<file path="config.mk">
export PLATFORM = sky130hd
export DESIGN_NAME = matmul_driver
export DESIGN_NICKNAME = d
export VERILOG_FILES = /design/src/rtl/matmul_pkg.sv /design/src/rtl/matmul_driver.sv
export SDC_FILE = /design/constraint.sdc
export NUM_CORES = 2
export LEC_CHECK = 0
export CAP_MARGIN = 20
export CORE_ASPECT_RATIO = 1.5
export CORE_MARGIN = 3
export CORE_UTILIZATION = 52
export DETAILED_ROUTE_END_ITERATION = 10
export PLACE_DENSITY = 0.83
export SLEW_MARGIN = 10
export SYNTH_ARGS = -nofsm -noshare
export SYNTH_HDL_FRONTEND = slang
export SYNTH_SLANG_ARGS = --single-unit
</file>
<file path="constraint.sdc">
create_clock -name CLK -period 42.4 [get_ports CLK]
set_input_delay 10.6 -clock CLK [delete_from_list [all_inputs] [get_ports CLK]]
set_output_delay 10.6 -clock CLK [all_outputs]
set_load 0.05 [all_outputs]
</file>
<file path="src/rtl/matmul_pkg.sv">
// Shared definitions for the matmul driver and the systolic array it feeds.
// Latency: n/a (types and constants only).
// Backpressure: n/a.
package matmul_pkg;

  localparam int WORD_W  = 40;  // one stream word = five signed bytes
  localparam int BYTE_W  = 8;
  localparam int GAP_LEN = 2;   // zero cycles separating weight/input phases

  typedef logic [WORD_W-1:0] word_t;

  typedef enum logic [2:0] {
    S_IDLE    = 3'd0,
    S_CHECK   = 3'd1,
    S_SEND_W  = 3'd2,
    S_GAP_W   = 3'd3,
    S_SEND_I  = 3'd4,
    S_GAP_I   = 3'd5,
    S_COLLECT = 3'd6,
    S_DONE    = 3'd7
  } state_t;

endpackage

</file>
<file path="src/rtl/matmul_driver.sv">
// Host-side sequencer for the matmul array: buffers weights/inputs, streams them, collects results.
// Latency: first weight word 2 cycles after START, first input word N+2 cycles after that.
// Backpressure: none; the array is fire-and-forget, results time out after TMO cycles.
module matmul_driver
  import matmul_pkg::*;
#(
  parameter int N   = 5,
  parameter int T   = 10,
  parameter int TMO = 64
) (
  input  logic              CLK,
  input  logic              RST,
  input  logic              WR_EN,
  input  logic              WR_SEL,
  input  logic [3:0]        WR_ADDR,
  input  logic [WORD_W-1:0] WR_DATA,
  input  logic              START,
  output logic              BUSY_o,
  output logic              DONE_o,
  output logic              ERR_o,
  output logic              OVF_o,
  output logic [WORD_W-1:0] Weight_o,
  output logic [WORD_W-1:0] In_o,
  input  logic [WORD_W-1:0] OUT_i,
  input  logic              VAL_i,
  input  logic              OV_i,
  input  logic [3:0]        RD_ADDR,
  output logic [WORD_W-1:0] RD_DATA
);

  localparam int TW = $clog2(TMO + 1);

  word_t        r_w [N];
  word_t        r_x [T];
  word_t        r_r [T];

  state_t       r_state;
  logic [3:0]   r_idx;
  logic [3:0]   r_cnt;
  logic [1:0]   r_gap;
  logic [TW-1:0] r_tmo;
  word_t        r_weight;
  word_t        r_in;
  logic         r_done;
  logic         r_err;
  logic         r_ovf;

  word_t        w_w_cur;
  word_t        w_x_cur;
  word_t        w_rd;
  logic         w_any_zero;
  logic         w_r_we;

  assign BUSY_o   = (r_state != S_IDLE);
  assign DONE_o   = r_done;
  assign ERR_o    = r_err;
  assign OVF_o    = r_ovf;
  assign Weight_o = r_weight;
  assign In_o     = r_in;
  assign RD_DATA  = w_rd;

  // The counter never exceeds T-1 while in COLLECT, so every accepted word has a slot.
  assign w_r_we = (r_state == S_COLLECT) && VAL_i;

  // Word-select muxes, terminator scan and result read port, all decoded against legal indices only.
  always_comb begin
    w_w_cur    = '0;
    w_x_cur    = '0;
    w_rd       = '0;
    w_any_zero = 1'b0;
    for (int k = 0; k < N; k++) begin
      if (r_idx == 4'(k)) w_w_cur = r_w[k];
      if (r_w[k] == '0)   w_any_zero = 1'b1;
    end
    for (int k = 0; k < T; k++) begin
      if (r_idx == 4'(k))   w_x_cur = r_x[k];
      if (r_x[k] == '0)     w_any_zero = 1'b1;
      if (RD_ADDR == 4'(k)) w_rd = r_r[k];
    end
  end

  // Host writes into the weight/input buffers; out-of-range addresses and writes during a job fall through.
  always_ff @(posedge CLK or posedge RST) begin
    if (RST) begin
      for (int k = 0; k < N; k++) r_w[k] <= '0;
      for (int k = 0; k < T; k++) r_x[k] <= '0;
    end else if (WR_EN && !BUSY_o) begin
      for (int k = 0; k < N; k++)
        if (!WR_SEL && WR_ADDR == 4'(k)) r_w[k] <= WR_DATA;
      for (int k = 0; k < T; k++)
        if (WR_SEL && WR_ADDR == 4'(k)) r_x[k] <= WR_DATA;
    end
  end

  // Result capture, indexed by the running result count.
  always_ff @(posedge CLK or posedge RST) begin
    if (RST) begin
      for (int k = 0; k < T; k++) r_r[k] <= '0;
    end else if (w_r_we) begin
      for (int k = 0; k < T; k++)
        if (r_cnt == 4'(k)) r_r[k] <= OUT_i;
    end
  end

  // Job sequencer; stream outputs are loaded on the transition into their state so they line up with it.
  always_ff @(posedge CLK or posedge RST) begin
    if (RST) begin
      r_state  <= S_IDLE;
      r_idx    <= '0;
      r_cnt    <= '0;
      r_gap    <= '0;
      r_tmo    <= '0;
      r_weight <= '0;
      r_in     <= '0;
      r_done   <= 1'b0;
      r_err    <= 1'b0;
      r_ovf    <= 1'b0;
    end else begin
      r_done <= 1'b0;
      case (r_state)
        S_IDLE: begin
          if (START) begin
            r_err   <= 1'b0;
            r_ovf   <= 1'b0;
            r_cnt   <= '0;
            r_state <= S_CHECK;
          end
        end
        S_CHECK: begin
          // A zero word would read as an early terminator to the array, so refuse the job.
          if (w_any_zero) begin
            r_err   <= 1'b1;
            r_done  <= 1'b1;
            r_state <= S_DONE;
          end else begin
            r_weight <= r_w[0];
            r_idx    <= 4'd1;
            r_state  <= S_SEND_W;
          end
        end
        S_SEND_W: begin
          if (r_idx == 4'(N)) begin
            r_weight <= '0;
            r_gap    <= '0;
            r_state  <= S_GAP_W;
          end else begin
            r_weight <= w_w_cur;
            r_idx    <= r_idx + 4'd1;
          end
        end
        S_GAP_W: begin
          if (r_gap == 2'(GAP_LEN - 1)) begin
            r_in    <= r_x[0];
            r_idx   <= 4'd1;
            r_state <= S_SEND_I;
          end else begin
            r_gap <= r_gap + 2'd1;
          end
        end
        S_SEND_I: begin
          if (r_idx == 4'(T)) begin
            r_in    <= '0;
            r_gap   <= '0;
            r_state <= S_GAP_I;
          end else begin
            r_in  <= w_x_cur;
            r_idx <= r_idx + 4'd1;
          end
        end
        S_GAP_I: begin
          if (r_gap == 2'(GAP_LEN - 1)) begin
            r_tmo   <= '0;
            r_state <= S_COLLECT;
          end else begin
            r_gap <= r_gap + 2'd1;
          end
        end
        S_COLLECT: begin
          r_ovf <= r_ovf | OV_i;
          if (VAL_i) r_cnt <= r_cnt + 4'd1;
          // A last word landing on the timeout cycle still counts as a clean finish.
          if (VAL_i && r_cnt == 4'(T - 1)) begin
            r_done  <= 1'b1;
            r_state <= S_DONE;
          end else if (r_tmo == TW'(TMO - 1)) begin
            r_err   <= 1'b1;
            r_done  <= 1'b1;
            r_state <= S_DONE;
          end else begin
            r_tmo <= r_tmo + 1'b1;
          end
        end
        S_DONE: begin
          r_state <= S_IDLE;
        end
        default: begin
          r_state <= S_IDLE;
        end
      endcase
    end
  end

endmodule

</file>
=== Word-level counts from Yosys, hierarchy flattened ===
Index checks and enable logic that the tools add are counted.

* Register bits: 1103
* Latch bits: 0
* Memory bits (writable): 0
* ROM bits: 0
* Bits of input ports: 95
* Memories: 0

* Add/subtract/negate cells: 4
* Multipliers: 0
* Divide/modulo/power cells: 0
* Magnitude comparators: 0
* Equal/unequal tests: 61
* Shift-type cells: 0
* Mux-type cells: 81
* Bitwise gates (word level): 1
* Reduce and logical (&&, ||, !) cells: 83

{| class="wikitable"
|+ Operators with widths
! cell !! number
|-
| 2-to-1 mux 40 bit || 29
|-
| zero test 40 bit || 15
|-
| case mux 40 bit (2 select lines) || 2
|-
| == test 4 x 3 -> 1 bit (second input constant) || 16
|-
| AND reduction 2 bit || 28
|-
| == test 4 bit (second input constant) || 9
|-
| == test 4 x 2 -> 1 bit (second input constant) || 8
|-
| != test 2 bit (second input constant) || 13
|-
| 2-to-1 mux 3 bit || 8
|-
| 2-to-1 mux 4 bit || 6
|-
| case mux 3 bit (8 select lines) || 1
|-
| 2-to-1 mux 1 bit || 22
|-
| 2-to-1 mux 7 bit || 3
|-
| logical AND 1 bit || 18
|-
| == test 4 x 1 -> 1 bit (second input constant) || 4
|-
| zero test 4 bit || 4
|-
| case mux 4 bit (4 select lines) || 1
|-
| case mux 7 bit (2 select lines) || 1
|-
| == test 3 bit (second input constant) || 4
|-
| AND reduction 5 bit || 2
|-
| nonzero test 3 bit || 3
|-
| adder 4 x 1 -> 4 bit (second input constant) || 2
|-
| case mux 4 bit (2 select lines) || 1
|-
| AND reduction 4 bit || 2
|-
| other kinds (20) || 28
|}

=== Longest topological paths before layout ===
* Word-level depth: 18
* Gate-level depth with buffers: 12
* Depth with buffers taken out: 9

=== Worst setup path before layout ===
OpenSTA, ideal clock, no wires.

* Kind: input -> output
* Start: input port RD_ADDR[3]
* End: output port RD_DATA[31]
* Arrival time: 13.056 ns
* Data required time: 31.800 ns
* Slack: 18.744 ns
* Stages on the path: 9
* Path buffers: 3
* Path through: buf_2 nand2b_1 clkbuf_1 nor2_1 buf_2 a22oi_1 a41oi_1 a211oi_1 o21ai_0

* Cells in the longest elaborated chain, start to end: 11
* Elaborated cells between the ends (all ways): 20
* Classes of those cells: eq/ne (9); mux (10); reduce/logical (1)

{| class="wikitable"
|+ Ends and longest elaborated chain
! item !! RTL line !! RTL
|-
| from (decl) || matmul_driver.sv:27 || <nowiki>input logic [3:0] RD_ADDR,</nowiki>
|-
| zero test 4 bit || matmul_driver.sv:78 || <nowiki>if (RD_ADDR == 4'(k)) w_rd = r_r[k];</nowiki>
|-
| 2-to-1 mux 40 bit (9 in series) || matmul_driver.sv:78 ||
|-
| 2-to-1 mux 40 bit * || matmul_driver.sv:78 ||
|-
| to (decl) || matmul_driver.sv:28 || <nowiki>output logic [WORD_W-1:0] RD_DATA</nowiki>
|}

Every way passes the cells marked *; elsewhere a longest branch is shown, timed or not.

=== Worst setup path after layout ===
* Start: input port RD_ADDR[2]
* End: output port RD_DATA[2]

The elaborated chain is that of the path after synthesis.

==> results.py <==
metrics = {
    "outcome": {
        "status": "complete, no violations",
    },
    "clocking": {
        "hold_buffers": 0,
        "cts_buffers": 101,
        "post_cts_buffers": 0,
        "cts_resized": 0,
        "clk_pin_slew_ns": 0.06,
        "clockBufferDepth": 3,
        "cts_sinks": 1103,
        "cts_tree": "built",
        "cts.htree.levels": 3,
        "clockRootBuffer": "clkbuf_16",
        "clock_latency_ns": 0.70,
    },
    "route": {
        "wirelength_um": 144100,
        "met3_length_um": 11010,
        "drt-initial-drc-count": 4191,
        "routed-via-count": 35560,
        "drt_first_pass_iters": 7,
        "ant_nets": 0,
        "top_layer": "met5",
        "wl_met2_um": 71850,
        "viasPerCell": 6.775,
        "drc": 0,
        "wl_per_cell_um": 27.45,
        "routedLengthMet1_um": 51040,
    },
    "place": {
        "dp_hpwl_um": 92270,
        "dp.cells": 5053,
        "place_congestion": 0.9280,
        "place_area_um2": 52630,
        "port_buffers": 218,
    },
    "pwr": {
        "p_int_mw": 2.201,
        "swShare": 0.3493,
        "irDropWorstVdd_v": 0.00004983,
        "p_clk_frac": 0.279,
        "p_per_area_nw_per_um2": 60.20,
        "power_frac_seq": 0.432,
        "switchingPower_mw": 1.182,
        "power.leakage_nw": 26.48,
        "total_power_mw": 3.383,
        "pwr-share-comb": 0.290,
    },
    "synthesis": {
        "synth-edff-count": 0,
        "synth_top_cell_by_area": "dfrtp_1",
        "yosys-top-cells-area": "dfrtp_1 56%, mux2_2 21%, a221oi_1 2.3%",
        "async_flop_share": 1.000,
        "synth_cell_type_count": 60,
        "synth_nets": 3979,
        "ys_seq_area_frac": 0.5558,
        "yosys_warnings": 0,
        "syn_avg_cell_area_um2": 12.83,
        "syn_area_um2": 49660,
        "synthFlopType": "dfrtp_1",
        "ys_seq_elements": 1103,
        "synth_top_cell_area_share": 0.5558,
        "synthCells": 3871,
    },
    "sta": {
        "setup_viol_count_final": 0,
        "maxSlewHeadroom": 0.2609,
        "worst_slew_pin_slew_ns": 1.109,
        "hold-worst-slack_ns": 0.4882,
        "finalClockSkew_ns": 0.03524,
        "rsz0062_at_grt": "false",
        "timing.fmax_mhz": 40.51,
        "fin_crit_sh": 0.5821,
        "slew_violations": 0,
        "fin_crit_ns": 24.68,
        "finalHoldViolCount": 0,
        "finalSetupTns_ns": 0,
    },
    "layout": {
        "final_cells": 5249,
        "final_common_cell": "dfrtp_1",
        "area_growth_pct": 13.15,
        "finalInstanceArea_um2": 56190,
        "nets": 4008,
        "final_cell_mix": "1103 x dfrtp_1, 937 x mux2_2, 218 x clkdlybuf4s50_1",
        "drive_gt1_frac": 0.3200,
    },
    "grt": {
        "grt_max_degree": 204,
        "antenna_found_initial": 9,
        "gr-total-overflow": 0,
        "grt_pass1_vias": 36960,
        "grt_pass1_wl_um": 219300,
        "gr-usage-all-layers": 0.2863,
    },
    "worst_setup_path": {
        "crit_family": "buffers and inverters",
        "r2r_cells": 7,
        "r2r-start": "r_x[181]$_DFFE_PP0P_",
        "path_buf_inv": 3,
        "end_kind": "primary output",
        "reg2reg_slack_ns": 38.56,
        "cp-startpoint": "RD_ADDR[2]",
        "critPathKind": "input port to primary output",
        "critPathMaxStageDelay_ns": 0.87,
        "cpMostUsedCell": "clkdlybuf4s50_1",
        "worstPathRequired_ns": 31.80,
        "endpoint": "RD_DATA[2]",
        "critical-path-slowest-cell": "clkdlybuf4s50_1",
        "cp_max_fo": 37,
        "critPathLaunchType": "input port",
        "crit_cells": 9,
        "worstPathCellList": "clkdlybuf4s50_1, nand2b_1, nor3_4, buf_4, a22oi_1, a41oi_1, a211oi_1, o21ai_0, clkdlybuf4s50_1",
        "critPathArrivalTime_ns": 14.08,
        "reg2reg_to": "Weight_o[27]$_DFFE_PP0P_",
    },
    "floorplan": {
        "rows": 138,
        "die_y_um": 384.5,
        "floorplan.initialDensity": 0.5248,
        "placeableCoreArea_um2": 94620,
        "die_width_um": 258.3,
        "die_area_um2": 99320,
        "io_pins": 219,
    },
    "hold_path": {
        "hold_start": "r_r[160]$_DFFE_PP0P_",
        "hp-class": "flop to flop",
    },
    "run": {
        "drv_cap": 0,
    },
}
[routing by layer]
layer,up-vias,global-route usage
met5,-,0
met1,18180,0.3325
met4,2,0.1914
met2,2034,0.4904
li1,14820,-
met3,528,0.04505
[power by group through the flow]
stage | logic [mW] | clock network, mW | registers, mW
final | 0.980 | 0.944 | 1.46
after global routing | 1.03 | 0.999 | 1.48
after CTS | 0.970 | 0.958 | 1.45
after detailed placement | 0.961 | 0 | 1.47
after global placement | 0.937 | 0 | 1.46
after floorplan | 0.560 | 0 | 1.52
[per-stage QoR]
stage / worst slack [ns] / utilization
floorplan: 0.7437 / -
global placement: 17.87 / 0.5554
detailed placement: 17.78 / 0.5562
CTS: 17.78 / 0.5930
global route: 17.61 / 0.5938
finish: 17.72 / 0.5939
[sequential cells by signal (all words and copies together), names as in the netlist]
signal    count
DONE_o        1
ERR_o         1
In_o         40
OVF_o         1
Weight_o     40
r_cnt         4
r_gap         2
r_idx         4
r_r         400
r_state       3
r_tmo         7
r_w         200
r_x         400
[worst min path at each step]
stage | endpoint | slack [ns] | cells past startpoint
after floorplan | r_gap[1]$_DFFE_PP0P_ | 0.45 | 2
after global placement | r_gap[1]$_DFFE_PP0P_ | 0.46 | 2
after detailed placement | r_r[160]$_DFFE_PP0P_ | 0.48 | 1
after CTS | r_r[190]$_DFFE_PP0P_ | 0.49 | 1
after global routing | r_r[167]$_DFFE_PP0P_ | 0.51 | 1
final | r_r[160]$_DFFE_PP0P_ | 0.49 | 1
[Yosys cell counts, drive strengths merged (3+ instances only)]
cell type	instances
or3	4
o31ai	3
a21oi	41
dfrtp	1103
inv	13
and2	10
and3	5
ha	13
nand3b	3
nor3	92
a31oi	3
mux2	1000
clkbuf	198
o22ai	40
nor3b	4
o21ai	164
a22oi	148
a221o	65
xor2	4
o221a	40
a221oi	131
nand2	78
nor4	155
nand2b	9
buf	162
a22o	3
nor2b	6
nand4	34
or2	3
a41oi	12
nor2	152
o32ai	31
nand3	58
a211oi	13
mux2i	31
a222oi	25
[final cells by class]
class	instances	area [um^2]
inverter	13	56.30
sequential	1103	27600
clock inverter	43	446.7
timing repair buffer	286	2815
multi-input combinational	2395	20650
tap	1260	1577
antenna	5	12.51
fill	7244	38430
clock buffer	144	3033
[cells by family (layout without fill, tap and decap cells)]
family          count (synthesis)  in the layout  share of synthesized area
mux                          1031           1031                     0.2330
buf+inv                       373            486                    0.03225
xor+xnor                        5              5                  0.0008818
fa+ha+maj                      13             13                   0.003276
other cells                     0              5                          0
compound gates                726            726                     0.1105
simple gates                  620            620                    0.06427
flops                        1103           1103                     0.5558
(Power assumes the default switching activity.)
